[src/rtl/wp_input_pkg.sv]
// Shared types, defaults and helpers for the wiRedPanda input conditioner.
// Latency: n/a (declarations only). Backpressure: none.
package wp_input_pkg;

    localparam int WP_DEF_SYNC_STAGES     = 2;
    localparam int WP_DEF_DEBOUNCE_CYCLES = 16;

    typedef enum logic [1:0] {
        WP_EDGE_NONE = 2'd0,
        WP_EDGE_RISE = 2'd1,
        WP_EDGE_FALL = 2'd2
    } wp_edge_t;

    function automatic int wp_clog2(input int value);
        int r;
        r = 0;
        while ((1 << r) < value) begin
            r = r + 1;
        end
        return r;
    endfunction

endpackage

[src/rtl/wp_debounce_ch.sv]
// One input channel: sync chain, debounce counter, level and edge pulses (toggle when WP_INPUT_TOGGLE_EN).
// Latency: SYNC_STAGES+DEBOUNCE_CYCLES edges from raw step to level/pulse. Backpressure: none.
module wp_debounce_ch
    import wp_input_pkg::*;
#(
    parameter int SYNC_STAGES     = WP_DEF_SYNC_STAGES,
    parameter int DEBOUNCE_CYCLES = WP_DEF_DEBOUNCE_CYCLES
) (
    input  logic clk,
    input  logic rst_n,
    input  logic raw_in,
    output logic level_out,
    output logic rise_pulse,
    output logic fall_pulse,
    output logic busy
`ifdef WP_INPUT_TOGGLE_EN
    ,
    output logic toggle_out
`endif
);

    localparam int                CNT_W    = wp_clog2(DEBOUNCE_CYCLES) + 1;
    localparam logic [CNT_W-1:0]  CNT_LAST = CNT_W'(DEBOUNCE_CYCLES - 1);
    localparam logic [CNT_W-1:0]  CNT_ONE  = CNT_W'(1);

    logic [SYNC_STAGES-1:0] sync_q;
    logic                   sync_s;
    logic [CNT_W-1:0]       cnt_q, cnt_d;
    logic                   level_q, level_d;
    logic                   rise_q, fall_q;
    wp_edge_t               edge_kind_d;

    assign sync_s = sync_q[SYNC_STAGES-1];

    // Any cycle the synchronized input agrees with the accepted level restarts the count.
    always_comb begin
        cnt_d       = cnt_q;
        level_d     = level_q;
        edge_kind_d = WP_EDGE_NONE;
        if (sync_s == level_q) begin
            cnt_d = '0;
        end else if (cnt_q == CNT_LAST) begin
            cnt_d       = '0;
            level_d     = sync_s;
            edge_kind_d = sync_s ? WP_EDGE_RISE : WP_EDGE_FALL;
        end else begin
            cnt_d = cnt_q + CNT_ONE;
        end
    end

    always_ff @(posedge clk or negedge rst_n) begin
        if (!rst_n) begin
            sync_q  <= '0;
            cnt_q   <= '0;
            level_q <= 1'b0;
            rise_q  <= 1'b0;
            fall_q  <= 1'b0;
        end else begin
            sync_q  <= {sync_q[SYNC_STAGES-2:0], raw_in};
            cnt_q   <= cnt_d;
            level_q <= level_d;
            rise_q  <= (edge_kind_d == WP_EDGE_RISE);
            fall_q  <= (edge_kind_d == WP_EDGE_FALL);
        end
    end

`ifdef WP_INPUT_TOGGLE_EN
    logic toggle_q;

    always_ff @(posedge clk or negedge rst_n) begin
        if (!rst_n) begin
            toggle_q <= 1'b0;
        end else if (edge_kind_d == WP_EDGE_RISE) begin
            toggle_q <= ~toggle_q;
        end
    end

    assign toggle_out = toggle_q;
`endif

    assign level_out  = level_q;
    assign rise_pulse = rise_q;
    assign fall_pulse = fall_q;
    assign busy       = |cnt_q;

endmodule

[src/rtl/wp_input_conditioner.sv]
// Conditions WIDTH async board inputs into debounced levels and edge pulses; toggle_out with WP_INPUT_TOGGLE_EN.
// Latency: SYNC_STAGES+DEBOUNCE_CYCLES edges per accepted step. Backpressure: none.
module wp_input_conditioner
    import wp_input_pkg::*;
#(
    parameter int WIDTH           = 4,
    parameter int SYNC_STAGES     = WP_DEF_SYNC_STAGES,
    parameter int DEBOUNCE_CYCLES = WP_DEF_DEBOUNCE_CYCLES
) (
    input  logic             clk,
    input  logic             rst_n,
    input  logic [WIDTH-1:0] raw_in,
    output logic [WIDTH-1:0] level_out,
    output logic [WIDTH-1:0] rise_pulse,
    output logic [WIDTH-1:0] fall_pulse,
    output logic             any_busy
`ifdef WP_INPUT_TOGGLE_EN
    ,
    output logic [WIDTH-1:0] toggle_out
`endif
);

    logic [WIDTH-1:0] busy_vec;

    for (genvar i = 0; i < WIDTH; i++) begin : g_ch
        wp_debounce_ch #(
            .SYNC_STAGES    (SYNC_STAGES),
            .DEBOUNCE_CYCLES(DEBOUNCE_CYCLES)
        ) u_ch (
            .clk       (clk),
            .rst_n     (rst_n),
            .raw_in    (raw_in[i]),
            .level_out (level_out[i]),
            .rise_pulse(rise_pulse[i]),
            .fall_pulse(fall_pulse[i]),
            .busy      (busy_vec[i])
`ifdef WP_INPUT_TOGGLE_EN
            ,
            .toggle_out(toggle_out[i])
`endif
        );
    end

    // Busy is driven straight from counter flops, so it carries no input-to-output path.
    assign any_busy = |busy_vec;

endmodule

[config.mk]
export PLATFORM = sky130hd
export DESIGN_NAME = wp_input_conditioner
export DESIGN_NICKNAME = d
export VERILOG_FILES = /design/src/rtl/wp_input_pkg.sv /design/src/rtl/wp_debounce_ch.sv /design/src/rtl/wp_input_conditioner.sv
export SDC_FILE = /design/constraint.sdc
export NUM_CORES = 1
export LEC_CHECK = 0
export CORE_UTILIZATION = 54
export CTS_CLUSTER_SIZE = 12
export DETAILED_ROUTE_END_ITERATION = 8
export PLACE_DENSITY = 0.79
export REMOVE_ABC_BUFFERS = 1
export SYNTH_ARGS = -nofsm -noshare
export SYNTH_HDL_FRONTEND = slang
export SYNTH_SLANG_ARGS = --single-unit
[constraint.sdc]
create_clock -name clk -period 1.65 [get_ports clk]
set_input_delay 0.33 -clock clk [delete_from_list [all_inputs] [get_ports clk]]
set_output_delay 0.33 -clock clk [all_outputs]
set_load 0.02 [all_outputs]
Word level (Yosys, flattened, before mapping)
Cells that the tools add are included.
- bitwise operators: 4
- add/sub/neg operators: 4
- mux-type cells: 20
- equal/unequal tests: 16
- reduce and logical (&&, ||, !) cells: 5
- operator list (cell ; count):
    $mux 5 ; 8
    $mux 2 ; 12
    $add 5x1->5 const B ; 4
    $eq 5x4->1 const B ; 4
    $reduce_or 20->1 ; 1
    $eq 2x1->1 const B ; 4
    $eq 2x2->1 const B ; 4
    $reduce_and 2->1 ; 4
    $eq 1x1->1 ; 4
    $not 1->1 ; 4
- input bits: 6
- output and inout bits: 13
- flip-flop bits (word level): 40
- logic and storage cells: 69

Logic depth before layout (Yosys ltp)
- depth in word-level cells: 4
- mapped depth: 4
- depth with buffers taken out: 4

Modules after synthesis
A second synthesis with hierarchy kept.
- cell total of the unflattened synthesis: 121
- area total of the unflattened synthesis: 1619.1 um^2
- by module, submodules not included (module ; area an instance (um^2) ; sequential area each (um^2) ; instances ; cells each):
    wp_debounce_ch ; 402.9 ; 250.2 ; 4 ; 30
    wp_input_conditioner ; 7.5 ; 0.0 ; 1 ; 1

Least setup slack after synthesis
Ideal clock, no wire load.
- path type: register to output
- start: reg g_ch[2].u_ch.cnt_q[2]
- end: out any_busy
- required time: 1320 ps
- path buffers: 0
- path slack: 77 ps
- stages on the path, launching flop included: 4
- data arrival time: 1243 ps
- cell sequence: dfrtp_1 -> or4_1 -> nor3_2 -> nand4_1
- longest elaborated chain between the ends: 1
- ends and longest elaborated chain (element ; line ; text):
    from (decl) ; wp_debounce_ch.sv:28 ; logic [CNT_W-1:0] cnt_q, cnt_d;
    from (signal assigned) ; wp_debounce_ch.sv:60 ; cnt_q <= cnt_d;
    $reduce_or 20->1 ; wp_input_conditioner.sv:45 ; assign any_busy = |busy_vec;
    to (decl) ; wp_input_conditioner.sv:16 ; output logic any_busy
No other way between the ends.

Worst setup path in the final report
- start: reg g_ch[3].u_ch.cnt_q[0]
- end: out any_busy
- longest elaborated chain between the ends: 1
- ends and longest elaborated chain (element ; line):
    from (decl) ; wp_debounce_ch.sv:28
    from (signal assigned) ; wp_debounce_ch.sv:60
    $reduce_or 20->1 ; wp_input_conditioner.sv:45
No other way between the ends.

==> results.py <==
metrics = {
    "clock_tree": {
        "cts_sinks": 40,
        "htree_levels": 2,
        "cts-root-buf": "clkbuf_4",
        "worstSkewPairLatency_ns": 0.35,
        "ctsHoldBuffers": 0,
        "cts_tree": "yes",
        "cts_buffer_depth": 2,
        "cts_buffers": 5,
        "clkTransAtPathRegs_ns": 0.12,
    },
    "place": {
        "place_hpwl_um": 1840,
        "dpl_worst_slack_ns": -0.336,
        "dp_cells": 186,
        "gp_congestion": 0.785,
        "portBuffers": 18,
    },
    "die": {
        "initial_core_util": 0.581,
        "core_um2": 2810,
        "dieWidth_um": 56.9,
        "pin_count": 19,
        "die_area_um2": 3240,
        "rows": 19,
        "die_height_um": 56.9,
    },
    "route": {
        "drc_errors": 2,
        "ant_nets": 0,
        "via_per_inst": 5.16,
        "wire_per_inst_um": 13.3,
        "wl_um": 2580,
        "dr.pass1.iters": 6,
        "drtIter0Drc": 45,
        "vias": 1001,
    },
    "setup_path": {
        "slowest_stage": "or4_4",
        "cpLargestDelayFamily": "simple AND/OR/NAND/NOR gates",
        "arrival_ns": 1.67,
        "worst_setup_path_end_kind": "primary output",
        "critPathRequiredTime_ns": 1.32,
        "max_stage_delay_ns": 0.53,
        "crit_chain": "or4_4, nor3_2, nand4_1, buf_4",
        "cp-start-kind": "register",
        "cp_max_fo": 2,
        "path_class": "reg2out",
        "cp_num_buf_inv": 1,
    },
    "synthesis": {
        "ys_ff_latch": 40,
        "async_flop_share": 1.00,
        "synth.yosys.warnings": 0,
        "synth_area_leaders": "dfrtp_1 61%, xor2_1 6.5%, buf_4 5.5%",
        "synthesis.area_um2": 1630,
        "postSynthCellCount": 128,
        "synth_edf_count": 0,
        "synth_top_flop_cell": "dfrtp_1",
        "yosysUniqueCellTypes": 19,
        "yosys.area.top_type_share": 0.614,
        "syn_area_per_cell_um2": 12.7,
        "yosysSeqAreaShare": 0.614,
        "synth_top_area_cell": "dfrtp_1",
    },
    "min_path": {
        "hp-class": "in2async",
    },
    "timing": {
        "slew_headroom": 0.680,
        "setup_violations": 1,
        "fmax_ghz": 0.500,
        "final.setup.worst_slack_ns": -0.348,
        "fin_worst_skew_ns": 0.00420,
        "drv_slew": 0,
        "hold_violations": 0,
        "finalCritPeriodShare": 1.21,
        "worst_slew_pin_slew_ns": 0.480,
        "rsz0062_at_grt": "true",
        "layout_min_cycle_time_ns": 2.00,
    },
    "power_and_ir_drop": {
        "p_sw_frac": 0.230,
        "p_seq_frac": 0.565,
        "ir_drop_mv": 0.661,
        "clock_power_share": 0.348,
        "combPwrFrac": 0.087,
        "switchingPower_uw": 420,
        "power.total_uw": 1830,
        "p_per_area_nw_per_um2": 915,
        "power_leakage_uw": 0.00115,
        "p_int_uw": 1410,
    },
    "global_routing": {
        "grt_pass1_wl_um": 4530,
        "grt_use_total": 0.198,
        "antenna_found_initial": 0,
        "grt_overflow_total": 0,
        "grt_max_degree": 41,
        "grt_pass1_vias": 1048,
    },
    "cells_and_area": {
        "final_common_cell": "dfrtp_1",
        "fillers": 193,
        "area_delta_synth_final_pct": 22.7,
        "final_cell_mix": "40 x dfrtp_1, 22 x buf_4, 12 x xor2_1",
        "drive_gt1_frac": 0.227,
        "nets": 174,
        "n_antenna_cell": 0,
        "final_cells": 194,
    },
    "outcome": {
        "violations": "DRC, setup timing",
        "outcome": "finished with violations",
    },
    "run": {
        "maxCapViolCount": 0,
    },
}
synth_stat cells, drive strengths merged, types with 4 or more instances:
library cell / n
a31oi: 4
and2: 5
buf: 12
dfrtp: 40
ha: 6
inv: 4
mux2: 4
nand2: 8
nand3: 4
nand4b: 4
nor2: 8
nor3b: 8
xor2: 12
worst paths after layout:
| kind | start | to | slack [ns] | cells after the start |
|---|---|---|---|---|
| max reg2reg | g_ch[1].u_ch.cnt_q[0]$_DFF_PN0_ | g_ch[1].u_ch.level_out$_DFFE_PN0P_ | 0.19 | 4 |
| max | g_ch[3].u_ch.cnt_q[0]$_DFF_PN0_ | any_busy | -0.35 | 4 |
| min in group clk | g_ch[1].u_ch.sync_q[0]$_DFF_PN0_ | g_ch[1].u_ch.sync_q[1]$_DFF_PN0_ | 0.36 | 0 |
| max in group asynchronous | rst_n | g_ch[1].u_ch.level_out$_DFFE_PN0P_ | 1.31 | 2 |
| min reg2reg | g_ch[1].u_ch.sync_q[0]$_DFF_PN0_ | g_ch[1].u_ch.sync_q[1]$_DFF_PN0_ | 0.36 | 0 |
| min | rst_n | g_ch[3].u_ch.rise_pulse$_DFF_PN0_ | 0.006 | 2 |
power groups by stage:
stage	registers, uW	logic (uW)	clock network [uW]
2_1_floorplan	1060	60.0	0
3_3_place_gp	1050	150	0
3_5_place_dp	1050	159	0
4_1_cts	1030	158	664
5_1_grt	1040	179	694
6_report	1030	160	637
final cells by class:
| class | count | area, um^2 | area share |
|---|---|---|---|
| clock buffer | 5 | 37.5 | 0.0188 |
| tap | 31 | 38.8 | 0.0194 |
| sequential | 40 | 1000 | 0.501 |
| timing repair buffer | 39 | 338 | 0.169 |
| inverter | 4 | 15.0 | 0.00751 |
| multi-input combinational | 72 | 527 | 0.263 |
| clock inverter | 3 | 42.5 | 0.0213 |
metal layers:
metal | part of all wire | vias to the layer above | wire [um] | GRT usage
met1 | 0.42 | 470 | 1090 | 0.218
met5 | 0 | - | 0 | 0
li1 | - | 493 | - | -
met4 | 0.024 | 0 | 62 | 0.111
met2 | 0.50 | 31 | 1290 | 0.321
met3 | 0.054 | 7 | 139 | 0.0853
flip-flops by register name, summed over array words and instances, names as in the netlist:
signal,flops
g_ch.u_ch.rise_pulse,4
g_ch.u_ch.fall_pulse,4
g_ch.u_ch.cnt_q,20
g_ch.u_ch.sync_q,8
g_ch.u_ch.level_out,4
through the flow:
stage                     hold WS, ns  setup TNS [ns]  utilization  instance area, um^2
after global routing           0.0279          -0.425        0.713                 2000
after floorplan                0.0344               0            -                 1540
final                         0.00584          -0.348        0.713                 2000
after global placement          0.332          -0.300        0.681                 1910
after CTS                     0.00404          -0.382        0.705                 1980
after detailed placement        0.335          -0.336        0.681                 1910
timing repair:
item                       4_1_cts  5_1_grt
setup buffers                    0        0
resized for setup               10        8
hold endpoints to repair         0        0
setup endpoints to repair        7        7
pin swaps                        0        0
cells by family (layout without fill, tap and decap cells):
logic type / count (synthesis) / count (layout) / synth area share
mux: 4 / 4 / 0.0276
simple gates: 46 / 46 / 0.167
xor+xnor: 12 / 12 / 0.0645
compound gates: 4 / 4 / 0.0154
buf+inv: 16 / 51 / 0.0645
fa+ha+maj: 6 / 6 / 0.0461
flops: 40 / 40 / 0.614
(Power assumes the default switching activity.)
==> patch 1, RTL diff (same flow settings) <==
Change the package constant `WP_DEF_DEBOUNCE_CYCLES` from 16 to 24.
--- a/src/rtl/wp_input_pkg.sv
+++ b/src/rtl/wp_input_pkg.sv
@@ -3,7 +3,7 @@
 package wp_input_pkg;
 
     localparam int WP_DEF_SYNC_STAGES     = 2;
-    localparam int WP_DEF_DEBOUNCE_CYCLES = 16;
+    localparam int WP_DEF_DEBOUNCE_CYCLES = 24;
 
     typedef enum logic [1:0] {
         WP_EDGE_NONE = 2'd0,
Check against the original RTL: same outputs for any inputs over 10 cycles, from zero or initial values and one cycle with rst_n low; that may be too few to reach the edited logic, so the function may still have changed.
==> patch 1 against the unedited design <==
- the run ends with negative setup slack left
- design area grew 18%
- area after synthesis rose by 18%
- routed wire length increased by 25%
- worst setup slack got worse by 0.21 ns
- global-route usage fell by 0.12 points
- total power rose by 0.75%
- count of clock-buffer cells in the layout grew 1
- die area grew 17%
- sequential cell count increased by 4
- critical endpoint unchanged
==> patch 1: results (changes against the unedited design) <==
* Total half-perimeter wirelength after legalization and detailed placement at 2390 um (+30%)
* Via count of the routed design at 1294 (+29%)
* Wirelength per Cell at 13.0 um (-2.4%)
* Sequential cell area share at 46.8% (-3.3 points)
* Non-clock buffer share of cell area at 16.4% (-0.46 points)
* Result of the run: complete, but fails checks
* Setup-violating endpoint count in the final report at 1 (unchanged)
* Clock tree cell share of total cell area at 2.61% (-1.4 points)
* Maximum cell stage delay along the critical path at 0.45 ns (-0.08 ns)
* Detailed-route vias per instance at 5.22 (+1.1%)
* Resized cells post-CTS at 11 (+1)
* Number of logic inverters in the finished layout at 9 (+5)
* Vias in the first global route at 1267 (+21%)
* Max frequency at 0.453 GHz (-9.5%)
* Most area-consuming cells after synthesis: sky130_fd_sc_hd__dfrtp_1 (57%), sky130_fd_sc_hd__xnor2_1 (5.9%), sky130_fd_sc_hd__ha_1 (5.2%)
* Placed inst area at 0.00223 mm^2 (+17%)
* Count of placed standard cells including taps at 237 (+27%)
* Final setup skew at 0.0105 ns (+0.00632 ns)
* Sequential element share of the synthesized area at 57.5% (-4.0 points)
* Global-route usage over all layers at 19.7% (-0.12 points)
* Worst Slack Setup Final at -0.557 ns (-0.209 ns)
* Count of fill cells added during filler insertion at 264 (+37%)
* Count of clock buffers in the final design at 6 (+1)
* Lkg Pwr at 1.29 nW (+13%)
* Most frequent cells after synthesis: sky130_fd_sc_hd__dfrtp_1 (44), sky130_fd_sc_hd__xnor2_1 (13), sky130_fd_sc_hd__buf_4 (12)
* Detailed-routing iteration count for the pre-antenna-repair pass at 4 (-2)
* Violations in the final reports: negative setup slack
## patch 1: cell types whose count changed in the layout (fill, tap and decap cells not counted), sizes merged, moves of 5 or more
cell and change:
xor2 -7, xnor2 +13, buf +5, and3 +8, inv +5
## patch 1: metal layers
| metal | vias to the layer above | wire [um] | part of all wire (%) | global-route usage (%) |
|---|---|---|---|---|
| li1 | 617 | - | - | - |
| met3 | 5 | 98 | 3.0 | 6.30 |
| met2 | 19 | 1690 | 52 | 32.0 |
| met4 | 0 | 33 | 1.0 | 6.67 |
| met1 | 653 | 1400 | 43 | 25.0 |
| met5 | - | 0 | 0 | 0 |
## patch 1: critical path, delay by kind of cell, from the launching register on
family | cells | cell delay [ns]
and+or+nand+nor | 3 | 0.77
DFF | 1 | 0.41
buffers and inverters | 2 | 0.24
adders and majority gates | 1 | 0.11
## patch 1: stage by stage
stage	power, mW	TNS [ns]	hold slack, ns	utilization, %
floorplan	1.23	-0.0828	0.0344	-
global placement	1.31	-0.547	0.334	66.3
detailed placement	1.32	-0.574	0.343	66.3
CTS	1.86	-0.538	0.0330	68.4
global route	1.95	-0.618	0.0446	69.9
finish	1.84	-0.557	0.00936	69.9
## patch 1: kinds of logic (layout without fill, tap and decap cells)
logic type / after synthesis / after routing / share of synthesized area, %
AOI/OAI and AO/OA: 9 / 9 / 2.81
and+or+nand+nor: 58 / 58 / 17.4
adders and majority gates: 8 / 8 / 5.23
DFF: 44 / 44 / 57.5
buffers and inverters: 21 / 61 / 6.47
muxes: 4 / 4 / 2.35
xor gates and xnor gates: 18 / 18 / 8.23
## patch 1: power breakdown
part	switching [mW]	internal (mW)	total [mW]
sequential	0.0211	1.11	1.13
clock	0.323	0.203	0.526
combinational	0.0898	0.0959	0.186
==> patch 2, RTL diff (config.mk and constraints unchanged) <==
Made on the original files. Add an input register stage for `raw_in`; this delays it by one clock.
--- a/src/rtl/wp_input_conditioner.sv
+++ b/src/rtl/wp_input_conditioner.sv
@@ -20,6 +20,12 @@
 `endif
 );
 
+    logic [WIDTH-1:0] raw_q;
+
+    always_ff @(posedge clk) begin
+        raw_q <= raw_in;
+    end
+
     logic [WIDTH-1:0] busy_vec;
 
     for (genvar i = 0; i < WIDTH; i++) begin : g_ch
@@ -29,7 +35,7 @@
         ) u_ch (
             .clk       (clk),
             .rst_n     (rst_n),
-            .raw_in    (raw_in[i]),
+            .raw_in    (raw_q[i]),
             .level_out (level_out[i]),
             .rise_pulse(rise_pulse[i]),
             .fall_pulse(fall_pulse[i]),
Behaviour: not the same (a bounded check fails within 4 cycles, from zero or initial values and one cycle with rst_n low).
==> patch 2 against the unedited design <==
- the run ends with negative setup slack left
- total power rose by 0.13%
- cell count grew 9.3%
- area after synthesis is 4.9% higher
- routed wire length is 6.5% higher
- sequential cell count is 4 higher
- hold slack better by 0.33 ns
- design area rose by 4.6%
- utilization is 2.2 points lower
- sequential share of layout area rose by 1.6 points
- worst setup slack better by 0.024 ns
- count of clock-buffer cells in the layout up 2
- critical endpoint unchanged
==> patch 2: results (changes against the unedited design) <==
* Mux contribution to synthesized area at 2.64% (-0.13 points)
* Diodes inserted at 0 (unchanged)
* Kind of cell with the highest combined delay on the critical path: simple AND/OR/NAND/NOR gates
* Final RePlAce weighted congestion at 0.704 (-10%)
* Met1 Routed Length at 1280 um (+17%)
* Async set-or-reset flop fraction in the synthesized netlist at 90.9% (-9.1 points)
* Global-route usage over all layers at 19.3% (-0.47 points)
* Total length of routed met3 wires at 105 um (-24%)
* Worst slack, placed at -0.325 ns (+0.0115 ns)
* Adder-Cell Fraction of Synth Area at 4.39% (-0.22 points)
* Wirelength per Cell at 13.0 um (-2.5%)
* Skew-Pair Late Insertion Delay at 0.35 ns (about the same)
* Worst min-delay path class: reg2reg
* Nets@finish at 179 (+2.9%)
* Via count of the routed design at 1054 (+5.3%)
* Placed inst area at 0.00201 mm^2 (+5.3%)
* Final setup skew at 0.00471 ns (+0.000506 ns)
* Detailed-routing iteration count for the pre-antenna-repair pass at 4 (-2)
* Setup TNS at -0.324 ns (+0.0245 ns)
* Largest fanout on the critical path at 2 (unchanged)
* Global routing met1 resource utilization at 24.4% (+2.6 points)
* Synth Instances at 132 (+3.1%)
* Violations in the final reports: negative setup slack
* Setup-violating endpoint count in the final report at 1 (unchanged)
* Buffers on Ports at 18 (unchanged)
* Post-Layout Cell Count at 212 (+9.3%)
* Worst slew slack as a fraction of its limit at 65.3% (-2.7 points)
* Sequential element share of the synthesized area at 63.3% (+1.8 points)
* Global-route wire length before repair at 4600 um (+1.5%)
* Vias in the first global route at 1030 (-1.7%)
* Most frequent cells after synthesis: sky130_fd_sc_hd__dfrtp_1 (40), sky130_fd_sc_hd__buf_4 (12), sky130_fd_sc_hd__xor2_1 (12)
* Number of DRC markers in iteration 0 at 26 (-42%)
* Slowest-stage cell, CP: sky130_fd_sc_hd__or4_1
* Clk Tree Root Cell: sky130_fd_sc_hd__clkbuf_4
* Result of the run: complete, but fails checks
* Maximum ir drop on the vdd rail at 0.615 mV (-6.8%)
* Arrival time worst endpoint at 1.64 ns (-0.03 ns)
* Total number of yosys warnings at 0 (unchanged)
* Lkg Pwr at 1.16 nW (+1.3%)
* Pin count of the biggest net entering global routing at 24 (-41%)
* Met2 track demand over resource at 28.7% (-3.4 points)
* Count of placed standard cells including taps at 202 (+8.6%)
* Count of fill cells added during filler insertion at 222 (+15%)
* Maximum cell stage delay along the critical path at 0.53 ns (about the same)
* Initial antenna violation count at 0 (unchanged)
* Compound-cell area share of the yosys netlist at 1.46% (-0.072 points)
* Worst Slack Setup Final at -0.324 ns (+0.0245 ns)
* Total half-perimeter wirelength after legalization and detailed placement at 2000 um (+8.4%)
* GR met3 Demand/Resource at 7.14% (-1.4 points)
* Fraction of final layout cells with drive strength greater than 1 at 20.8% (-1.9 points)
* XOR/XNOR share of the synthesized area at 6.15% (-0.30 points)
* Most area-consuming cells after synthesis: sky130_fd_sc_hd__dfrtp_1 (59%), sky130_fd_sc_hd__xor2_1 (6.1%), sky130_fd_sc_hd__buf_4 (5.3%)
* Unique cell type count in the Yosys netlist at 20 (+1)
==> patch 2: cell types whose count changed in the layout (fill, tap and decap cells not counted), sizes merged <==
cell,before,now
dfxtp,0,4
clkinv,1,0
bufinv,1,0
dlygate4sd3,0,1
dlymetal6s2s,6,5
dlygate4sd2,6,7
clkbuf,5,7
==> patch 2: where the power goes <==
part	leakage, nW	switching, mW	internal (mW)
registers	0.564	0.0225	1.12
logic	0.566	0.0781	0.0824
clock network	0.0315	0.326	0.209
total	1.16	0.426	1.41
==> patch 2: worst paths after layout <==
kind	start	endpoint	slack, ns	cells past startpoint
min	raw_q[2]	g_ch[2].u_ch.sync_q[0]	0.34	0
max in group asynchronous	rst_n	g_ch[0].u_ch.cnt_q[2]	0.71	3
max reg2reg	g_ch[3].u_ch.cnt_q[0]	g_ch[3].u_ch.level_out	0.24	4
min reg2reg	raw_q[2]	g_ch[2].u_ch.sync_q[0]	0.34	0
max	g_ch[3].u_ch.cnt_q[0]	any_busy	-0.32	4
min in group asynchronous	rst_n	g_ch[3].u_ch.sync_q[1]	0.47	2
==> patch 2: cell type report <==
type / instances / area, um^2 / share of cell area (%)
flip-flops and latches: 44 / 1080 / 51.7
clock inverters: 1 / 7.51 / 0.359
repair buffers: 40 / 354 / 16.9
well taps: 44 / 55.1 / 2.63
inverters: 4 / 15.0 / 0.718
multi-input cells: 72 / 523 / 25.0
clock buffers: 7 / 55.1 / 2.63
==> patch 2: cell families (layout without fill, tap and decap cells) <==
family          count (synthesis)  after routing
flops                          44             44
xor+xnor                       12             12
buf+inv                        16             52
simple gates                   46             46
fa+ha+maj                       6              6
mux                             4              4
compound gates                  4              4
==> patch 2: what timing repair did <==
action	CTS	global route
resized for setup	11	5
hold buffers	1	0
setup endpoints to repair	8	6
endpoints found under the hold margin	22	0
setup buffers	0	1
